**config.mk**
```make
export PLATFORM = sky130hd
export DESIGN_NAME = iir_tdm_sched
export DESIGN_NICKNAME = d
export VERILOG_FILES = /design/src/rtl/iir_tdm_sched.sv
export SDC_FILE = /design/constraint.sdc
export NUM_CORES = 1
export LEC_CHECK = 0
export ABC_AREA = 1
export CORE_MARGIN = 2
export CORE_UTILIZATION = 47
export CTS_CLUSTER_DIAMETER = 30
export CTS_CLUSTER_SIZE = 8
export DETAILED_ROUTE_END_ITERATION = 10
export PLACE_DENSITY = 0.71
export SETUP_SLACK_MARGIN = 0.2
export SLEW_MARGIN = 20
export SYNTH_ARGS = -nofsm -noshare
export SYNTH_HDL_FRONTEND = slang
export SYNTH_SLANG_ARGS = --single-unit
export TNS_END_PERCENT = 1
```
**constraint.sdc**
```tcl
create_clock -name clk -period 20.8 [get_ports clk]
set_input_delay 4.16 -clock clk [delete_from_list [all_inputs] [get_ports clk]]
set_output_delay 4.16 -clock clk [all_outputs]
set_load 0.05 [all_outputs]
```
**src/rtl/iir_tdm_sched.sv**
```systemverilog
// Time-shared biquad engine: one multiplier/accumulator walks five taps per
// accepted sample over per-channel histories, then saturates and writes back.
module iir_tdm_sched #(
  parameter int unsigned NCH  = 4,
  parameter int unsigned CHW  = 2,
  parameter int unsigned DW   = 12,
  parameter int unsigned CW   = 8,
  parameter int unsigned FRAC = 6
) (
  input  logic                 clk,
  input  logic                 rst,
  input  logic                 in_valid,
  output logic                 in_ready,
  input  logic [CHW-1:0]       in_ch,
  input  logic signed [DW-1:0] din,
  input  logic                 coef_we,
  input  logic [2:0]           coef_addr,
  input  logic signed [CW-1:0] coef_wdata,
  input  logic                 hist_clr,
  output logic                 out_valid,
  output logic [CHW-1:0]       out_ch,
  output logic signed [DW-1:0] dout,
  output logic                 busy
);

  localparam int unsigned AW = 32;
  localparam int unsigned PW = CW + DW;
  localparam logic [2:0]  LAST_TAP = 3'd4;

  localparam logic signed [AW-1:0] SAT_MAX = AW'((2 ** (DW - 1)) - 1);
  localparam logic signed [AW-1:0] SAT_MIN = AW'(-(2 ** (DW - 1)));

  localparam logic signed [CW-1:0] B0_RST = CW'(5);
  localparam logic signed [CW-1:0] B1_RST = CW'(9);
  localparam logic signed [CW-1:0] B2_RST = CW'(5);
  localparam logic signed [CW-1:0] A1_RST = CW'(-71);
  localparam logic signed [CW-1:0] A2_RST = CW'(25);

  typedef enum logic [1:0] {
    S_IDLE = 2'd0,
    S_MAC  = 2'd1,
    S_WB   = 2'd2
  } state_e;

  state_e                state_q, state_d;
  logic [2:0]            tap_q, tap_d;
  logic signed [AW-1:0]  acc_q, acc_d;
  logic [CHW-1:0]        ch_q, ch_d;
  logic signed [DW-1:0]  x_q, x_d;

  logic signed [DW-1:0]  x1_q [NCH];
  logic signed [DW-1:0]  x1_d [NCH];
  logic signed [DW-1:0]  x2_q [NCH];
  logic signed [DW-1:0]  x2_d [NCH];
  logic signed [DW-1:0]  y1_q [NCH];
  logic signed [DW-1:0]  y1_d [NCH];
  logic signed [DW-1:0]  y2_q [NCH];
  logic signed [DW-1:0]  y2_d [NCH];

  logic signed [CW-1:0]  b0_q, b0_d, b1_q, b1_d, b2_q, b2_d;
  logic signed [CW-1:0]  a1_q, a1_d, a2_q, a2_d;

  logic                  in_ready_q, in_ready_d;
  logic                  busy_q, busy_d;
  logic                  out_valid_q, out_valid_d;
  logic [CHW-1:0]        out_ch_q, out_ch_d;
  logic signed [DW-1:0]  dout_q, dout_d;

  logic signed [CW-1:0]  coef_sel_c;
  logic signed [DW-1:0]  samp_sel_c;
  logic                  fb_tap_c;
  logic signed [PW-1:0]  prod_c;
  logic signed [AW-1:0]  shifted_c;
  logic signed [DW-1:0]  y_sat_c;

  assign in_ready  = in_ready_q;
  assign busy      = busy_q;
  assign out_valid = out_valid_q;
  assign out_ch    = out_ch_q;
  assign dout      = dout_q;

  // Tap operand mux for the shared multiplier; taps 3 and 4 are the feedback terms
  always_comb begin
    coef_sel_c = '0;
    samp_sel_c = '0;
    fb_tap_c   = 1'b0;
    case (tap_q)
      3'd0: begin
        coef_sel_c = b0_q;
        samp_sel_c = x_q;
      end
      3'd1: begin
        coef_sel_c = b1_q;
        samp_sel_c = x1_q[ch_q];
      end
      3'd2: begin
        coef_sel_c = b2_q;
        samp_sel_c = x2_q[ch_q];
      end
      3'd3: begin
        coef_sel_c = a1_q;
        samp_sel_c = y1_q[ch_q];
        fb_tap_c   = 1'b1;
      end
      3'd4: begin
        coef_sel_c = a2_q;
        samp_sel_c = y2_q[ch_q];
        fb_tap_c   = 1'b1;
      end
      default: ;
    endcase
  end

  assign prod_c    = PW'(coef_sel_c) * PW'(samp_sel_c);
  assign shifted_c = acc_q >>> FRAC;

  always_comb begin
    if (shifted_c > SAT_MAX) begin
      y_sat_c = DW'(SAT_MAX);
    end else if (shifted_c < SAT_MIN) begin
      y_sat_c = DW'(SAT_MIN);
    end else begin
      y_sat_c = DW'(shifted_c);
    end
  end

  // Next-state and datapath control
  always_comb begin
    state_d     = state_q;
    tap_d       = tap_q;
    acc_d       = acc_q;
    ch_d        = ch_q;
    x_d         = x_q;
    x1_d        = x1_q;
    x2_d        = x2_q;
    y1_d        = y1_q;
    y2_d        = y2_q;
    b0_d        = b0_q;
    b1_d        = b1_q;
    b2_d        = b2_q;
    a1_d        = a1_q;
    a2_d        = a2_q;
    out_valid_d = 1'b0;
    out_ch_d    = out_ch_q;
    dout_d      = dout_q;

    case (state_q)
      S_IDLE: begin
        if (coef_we) begin
          case (coef_addr)
            3'd0:    b0_d = coef_wdata;
            3'd1:    b1_d = coef_wdata;
            3'd2:    b2_d = coef_wdata;
            3'd3:    a1_d = coef_wdata;
            3'd4:    a2_d = coef_wdata;
            default: ;
          endcase
        end
        if (hist_clr) begin
          for (int i = 0; i < int'(NCH); i++) begin
            x1_d[i] = '0;
            x2_d[i] = '0;
            y1_d[i] = '0;
            y2_d[i] = '0;
          end
        end
        if (in_valid) begin
          x_d     = din;
          ch_d    = in_ch;
          acc_d   = '0;
          tap_d   = '0;
          state_d = S_MAC;
        end
      end
      S_MAC: begin
        if (fb_tap_c) begin
          acc_d = acc_q - AW'(prod_c);
        end else begin
          acc_d = acc_q + AW'(prod_c);
        end
        tap_d = tap_q + 3'd1;
        if (tap_q == LAST_TAP) begin
          state_d = S_WB;
        end
      end
      S_WB: begin
        x2_d[ch_q]  = x1_q[ch_q];
        x1_d[ch_q]  = x_q;
        y2_d[ch_q]  = y1_q[ch_q];
        y1_d[ch_q]  = y_sat_c;
        dout_d      = y_sat_c;
        out_ch_d    = ch_q;
        out_valid_d = 1'b1;
        state_d     = S_IDLE;
      end
      default: begin
        state_d = S_IDLE;
      end
    endcase

    in_ready_d = (state_d == S_IDLE);
    busy_d     = ~in_ready_d;
  end

  always_ff @(posedge clk or posedge rst) begin
    if (rst) begin
      state_q     <= S_IDLE;
      tap_q       <= '0;
      acc_q       <= '0;
      ch_q        <= '0;
      x_q         <= '0;
      for (int i = 0; i < int'(NCH); i++) begin
        x1_q[i] <= '0;
        x2_q[i] <= '0;
        y1_q[i] <= '0;
        y2_q[i] <= '0;
      end
      b0_q        <= B0_RST;
      b1_q        <= B1_RST;
      b2_q        <= B2_RST;
      a1_q        <= A1_RST;
      a2_q        <= A2_RST;
      in_ready_q  <= 1'b1;
      busy_q      <= 1'b0;
      out_valid_q <= 1'b0;
      out_ch_q    <= '0;
      dout_q      <= '0;
    end else begin
      state_q     <= state_d;
      tap_q       <= tap_d;
      acc_q       <= acc_d;
      ch_q        <= ch_d;
      x_q         <= x_d;
      x1_q        <= x1_d;
      x2_q        <= x2_d;
      y1_q        <= y1_d;
      y2_q        <= y2_d;
      b0_q        <= b0_d;
      b1_q        <= b1_d;
      b2_q        <= b2_d;
      a1_q        <= a1_d;
      a2_q        <= a2_d;
      in_ready_q  <= in_ready_d;
      busy_q      <= busy_d;
      out_valid_q <= out_valid_d;
      out_ch_q    <= out_ch_d;
      dout_q      <= dout_d;
    end
  end

endmodule

```
==> results of run 1 <==
## metal layers
layer  part of all wire  vias up  global-route usage  wire, um
met5                  0        -                   0         0
met3              0.084      136              0.0546      4720
met4              0.035        0               0.113      1980
met2               0.46      791               0.440     25700
met1               0.43     8285               0.379     24000
li1                   -     7885                   -         -
## cell type report
cell class | count | share of cell area
Clock buffer | 104 | 0.0956
Clock inverter | 30 | 0.0196
Inverter | 410 | 0.0692
Multi-Input combinational cell | 1570 | 0.423
Sequential cell | 300 | 0.336
Tap cell | 525 | 0.0293
Timing Repair Buffer | 68 | 0.0279
## flip-flops by register name (all words and copies together) (netlist names)
name       flops
ch_q           2
tap_q          3
a1_q           8
y2_q          48
state_q        2
out_valid      1
busy           1
b2_q           8
b0_q           8
y1_q          48
acc_q         32
a2_q           8
dout          12
b1_q           8
out_ch         2
x_q           12
x1_q          48
in_ready       1
x2_q          48
## worst min-delay path by stage
stage	endpoint	cells past startpoint	slack (ns)
after detailed placement	dout[9]$_DFFE_PP0P_	2	0.47
after floorplan	b1_q[2]$_DFFE_PP0P_	2	0.45
after global placement	b2_q[1]$_DFFE_PP0P_	2	0.47
final	dout[9]$_DFFE_PP0P_	2	0.47
after global routing	b2_q[7]$_DFFE_PP0P_	2	0.49
after CTS	dout[9]$_DFFE_PP0P_	2	0.48
## through the flow
step | hold WS, ns | std cells | utilization | setup slack, ns
after detailed placement | 0.472 | 2873 | 0.498 | 11.21
after global placement | 0.466 | 2873 | 0.498 | 11.29
after CTS | 0.483 | 3007 | 0.563 | 11.14
final | 0.475 | 3007 | 0.563 | 10.90
after global routing | 0.495 | 3007 | 0.563 | 10.02
after floorplan | 0.453 | 2383 | - | 8.38
## worst register-to-register path, delay by kind of cell, from the launching register on
family                   cells  cell delay (ns)
AND/OR/NAND/NOR             18             3.81
adder cells (fa/ha/maj)      6             2.82
buffers and inverters        7             1.26
AO/OA/AOI/OAI                8             1.10
flip-flops                   1             0.58
XOR/XNOR                     1             0.19
## kinds of logic (layout without fill, tap and decap cells)
kind of cell    count (synthesis)  in the layout  share of synthesized area
compound gates                505            505                      0.155
xor+xnor                       26             26                     0.0124
fa+ha+maj                     154            154                      0.134
buf+inv                       513            612                      0.103
flops                         300            300                      0.397
simple gates                  885            885                      0.199
## cell usage in the layout (no fill, tap or decap), types with 7 or more instances in the layout
| cell type | netlist | final |
|---|---|---|
| o21ai_1 | 10 | 10 |
| inv_1 | 405 | 403 |
| nand3_1 | 135 | 135 |
| a221oi_1 | 7 | 7 |
| a21oi_1 | 61 | 61 |
| and2_1 | 7 | 7 |
| bufinv_16 | 0 | 7 |
| o22ai_1 | 153 | 153 |
| clkbuf_16 | 0 | 74 |
| xor2_1 | 19 | 19 |
| nor2_1 | 170 | 169 |
| nor2_2 | 6 | 7 |
| dfrtp_1 | 285 | 285 |
| nand4_1 | 36 | 36 |
| dfstp_2 | 15 | 15 |
| buf_4 | 4 | 22 |
| nand2_1 | 481 | 479 |
| nor4_1 | 9 | 9 |
| o21ai_0 | 222 | 222 |
| nand2_2 | 12 | 14 |
| clkdlybuf4s50_1 | 0 | 46 |
| nor3_1 | 10 | 10 |
| clkinv_2 | 0 | 11 |
| clkbuf_1 | 70 | 12 |
| ha_1 | 73 | 73 |
| o31ai_1 | 9 | 9 |
| clkbuf_8 | 0 | 18 |
| a22o_1 | 7 | 7 |
| fa_1 | 81 | 81 |
==> metrics.md, run 1 <==
| Metric | Value |
|---|---|
| Startpoint Class | `flip-flop` |
| Setup crit end | `acc_q[27]$_DFFE_PP0P_` |
| Initial core utilization | `0.476` |
| CORE AREA | `39800 um2` |
| Worst EP required | `21.22 ns` |
| Clk_skew | `0.0433 ns` |
| Final worst path period share | `0.476` |
| Bufs and invs on worst path | `7` |
| GRT overflow | `0` |
| Syn Area/Cell | `7.96 um2` |
| Hold WC Path Type | `reg2reg` |
| Hold buffers post-CTS | `0` |
| Post-route ant nets | `0` |
| CP peak stage delay | `0.70 ns` |
| Clock edge transition at the registers on the reported setup and hold paths | `0.04 ns` |
| Post-synth EDFFs | `0` |
| Area of the multi-input gates | `9490 um2` |
| Die area | `42000 um2` |
| Synthesized Nets | `2567` |
| FILL cells | `3592` |
| Placed cell area | `19800 um2` |
| Slew headroom | `0.206` |
| Yosys top cell by area | `dfrtp_1` |
| FF-to-FF Start | `ch_q[0]$_DFFE_PP0P_` |
| Ys Warns | `0` |
| First-pass GRT wire length | `92.5 mm` |
| Max-slew violation count | `0` |
| Gpl congestion | `0.950` |
| Max_cap viols | `0` |
| Hold violation count in the final report | `0` |
| Vias in the first global route | `17500` |
| Endpoint class of the critical path | `flip-flop` |
| Detailed Place HPWL | `38.3 mm` |
| H-tree Lvls | `3` |
| Flop2flop setup slack | `10.90 ns` |
| Sink Count | `300` |
| Most used cell along the critical path | `nand2_1` |
| Commonest cells post-synth | `481 x nand2_1, 405 x inv_1, 285 x dfrtp_1, 222 x o21ai_0, 170 x nor2_1` |
| Mapped Cells | `2383` |
| R2R depth | `40` |
| WP depth | `40` |
| Number of I/O port buffers | `46` |
| Cell Rows | `73` |
| Pre-antenna DRT Iters | `5` |
| Total CTS buffers | `73` |
| Die Y | `205 um` |
| Clock tree buffer depth | `3` |
| TNS Setup | `0 ns` |
| Flops & latches, synth | `300` |
| Setup Viol. Count Final | `0` |
| Antenna cells | `0` |
| Count leader, synth | `nand2_1` |
| Vias | `17100` |
| Post-CTS Setup Bufs | `0` |
| DRC Markers | `0` |
| Layout cells sized above 1 | `0.0814` |
| Drt wl/cell | `18.7 um` |
| Critical path's top delay family | `simple AND/OR/NAND/NOR gates` |
| Fraction of registers with async set/reset | `1.00` |
| Via-per-instance ratio | `5.69` |
| Area contributors post-synth | `dfrtp_1 38%, nand2_1 9.5%, fa_1 8.5%` |
| Worst EP arrival | `10.32 ns` |
| Netlist cell types | `57` |
| Seq/Total Area, Yosys | `0.397` |
| Worst r2r dst | `acc_q[27]$_DFFE_PP0P_` |
| Clk root buf | `clkbuf_16` |
| Largest net degree at the start of global routing | `153` |
| Drt total wl | `56.4 mm` |
| Count of boundary I/O pins | `47` |
| Post-CTS sizing | `0` |
| Critical Path Fanout Max | `21` |
| Fin crit period | `9.90 ns` |
| Slowest-stage cell, CP | `nand2_1` |
| Worst-margin pin slew | `1.19 ns` |
| Fin nets | `2607` |
| Worst-Skew Late Latency | `0.61 ns` |
| Area grow syn2layout | `18.3%` |
| CTS tree | `done` |
| Top_reg_cell synth | `dfrtp_1` |
| FF/Latch Area | `7530 um2` |
| Mapped Area | `19000 um2` |
| CP Class | `reg2reg` |
| Initial antenna violation count | `0` |
| DRT iter0 DRCs | `1683` |
| Synth top area share | `0.376` |
| DIE WIDTH | `205 um` |
| Hold Startpoint | `dout[9]$_DFFE_PP0P_` |
| Fin area | `22400 um2` |
| Worst Setup SP | `ch_q[0]$_DFFE_PP0P_` |
| Peak Freq | `101 MHz` |
| RSZ-0062 raised after global routing | `false` |
| Status | `finished clean` |
| GRT Util Overall | `0.279` |
Power of run 1 is left out: the tool's default activity adds up to more than one toggle a clock period on the data nets, which glitch-free logic cannot reach.
==> run 2, diff against run 1 <==
--- a/config.mk
+++ b/config.mk
@@ -11,7 +11,7 @@
 export CTS_CLUSTER_DIAMETER = 30
 export CTS_CLUSTER_SIZE = 8
 export DETAILED_ROUTE_END_ITERATION = 10
-export PLACE_DENSITY = 0.71
+export PLACE_DENSITY = 0.74
 export SETUP_SLACK_MARGIN = 0.2
 export SLEW_MARGIN = 20
 export SYNTH_ARGS = -nofsm -noshare
==> constraint.sdc (replaced) <==
create_clock -name clk -period 8.05 [get_ports clk]
set_input_delay 1.61 -clock clk [delete_from_list [all_inputs] [get_ports clk]]
set_output_delay 1.61 -clock clk [all_outputs]
set_load 0.05 [all_outputs]
==> metrics.md, run 2 (same netlist as run 1, synthesis figures left out) <==
| Metric | Value |
|---|---|
| Status | `finished clean` |
| Non-Filler Instances | `3140` |
| Fin nets | `2746` |
| Worst EP required | `8.49 ns` |
| Max-slew violation count | `0` |
| Pre-antenna DRT Iters | `5` |
| Area grow syn2layout | `27.3%` |
| Core Util, Final | `0.606` |
| DIE WIDTH | `205 um` |
| Antenna cells | `0` |
| Slew headroom | `0.305` |
| DP Cell Count | `2981` |
| Initial core utilization | `0.476` |
| Die area | `42000 um2` |
| CORE AREA | `39800 um2` |
| Max_cap viols | `0` |
| Post-route ant nets | `0` |
| Most common cell after layout, fill and taps aside | `nand2_1` |
| CTS tree | `done` |
| Hold violation count in the final report | `0` |
| Clk_skew | `0.0467 ns` |
| Worst-Skew Late Latency | `0.59 ns` |
| Drt wl/cell | `18.5 um` |
| Largest net degree at the start of global routing | `209` |
| Bufs and invs on worst path | `5` |
| Startpoint Class | `flip-flop` |
| Endpoint class of the critical path | `flip-flop` |
| Most used cell along the critical path | `fa_1` |
| CP peak stage delay | `0.59 ns` |
| Slowest-stage cell, CP | `fa_1` |
| Sink Count | `300` |
| Cell Rows | `73` |
| Total CTS buffers | `69` |
| Final worst slack | `0.343 ns` |
| Via-per-instance ratio | `5.68` |
| Count of boundary I/O pins | `47` |
| Detailed Place HPWL | `38.8 mm` |
| Initial antenna violation count | `1` |
| Gpl congestion | `0.911` |
| Vias in the first global route | `18000` |
| RSZ-0062 raised after global routing | `true` |
| Peak Freq | `130 MHz` |
| FF/Latch Area | `7530 um2` |
| Setup Viol. Count Final | `0` |
| Clk root buf | `clkbuf_16` |
| Critical path's top delay family | `adder cells` |
| Most frequent cells in the layout | `464 x nand2_1, 395 x inv_1, 283 x dfrtp_1` |
| Die Y | `205 um` |
| Clock tree buffer depth | `3` |
| Pre-CTS setup slack | `0.0685 ns` |
| Critical Path Fanout Max | `9` |
| Worst-margin pin slew | `1.04 ns` |
| GRT Util Overall | `0.278` |
| Final worst path period share | `0.957` |
| DRT iter0 DRCs | `1673` |
| GRT overflow | `0` |
| Vias | `17800` |
| CP Class | `reg2reg` |
| H-tree Lvls | `3` |
| FILL cells | `3381` |
| Number of I/O port buffers | `46` |
| Area of the multi-input gates | `10000 um2` |
| First-pass GRT wire length | `93.1 mm` |
| Clock edge transition at the registers on the reported setup and hold paths | `0.05 ns` |
| Worst EP arrival | `8.15 ns` |
| Hold buffers post-CTS | `0` |
| Layout cells sized above 1 | `0.167` |
| Fin crit period | `7.71 ns` |
| DRC Markers | `0` |
| Hold WC Path Type | `reg2reg` |
| Drt total wl | `58.1 mm` |
## run 2: cell types whose count changed in the layout (fill, tap and decap cells not counted), sizes merged
cell,delta
buf,+142
clkbuf,-18
bufinv,+7
clkinvlp,+7
clkinv,-3
inv,-2
## run 2: metal layers
layer,share of wire,vias up,track usage
li1,-,8161,-
met1,0.42,8682,0.373
met2,0.47,810,0.447
met3,0.077,176,0.0527
met4,0.038,0,0.109
met5,0,-,0
## run 2: layout make-up
class	count	area share
clock buffer	86	0.0788
clock inverter	38	0.0267
inverter	410	0.0644
multi-input combinational	1570	0.415
sequential	300	0.312
tap	525	0.0272
timing repair buffer	210	0.0762
timing repair inverter	1	0.000311
## run 2: worst paths after layout
path / startpoint / endpoint / slack [ns] / cells past startpoint
min in group asynchronous: rst / b0_q[1]$_DFFE_PP0P_ / 1.59 / 2
worst max-delay path: tap_q[0]$_DFFE_PP0P_ / acc_q[27]$_DFFE_PP0P_ / 0.34 / 35
worst max register to register: tap_q[0]$_DFFE_PP0P_ / acc_q[27]$_DFFE_PP0P_ / 0.34 / 35
worst min-delay path: b2_q[6]$_DFFE_PP0P_ / b2_q[6]$_DFFE_PP0P_ / 0.49 / 2
worst min register to register: b2_q[6]$_DFFE_PP0P_ / b2_q[6]$_DFFE_PP0P_ / 0.49 / 2
max in group asynchronous: rst / out_ch[0]$_DFFE_PP0P_ / 4.90 / 4
## run 2: worst min-delay path, cell delays in order, from the launching register on
cell and delay [ns]:
dfrtp_1 0.34, nand2_1 0.05, o21ai_0 0.06
## run 2: through the flow
step / hold WS, ns / instance area [um2] / setup TNS (ns)
after global routing: 0.512 / 24100 / -0.300
after detailed placement: 0.476 / 20700 / 0
final: 0.488 / 24100 / 0
after floorplan: 0.453 / 19000 / 0
after CTS: 0.488 / 23300 / 0
after global placement: 0.466 / 20700 / 0
## run 2: repair_timing
action	4_1_cts	5_1_grt
pin swaps	3	50
setup buffers	5	27
endpoints found under the setup margin	11	19
cloned	0	1
resized for setup	11	140
Power of run 2 is left out for the same reason.
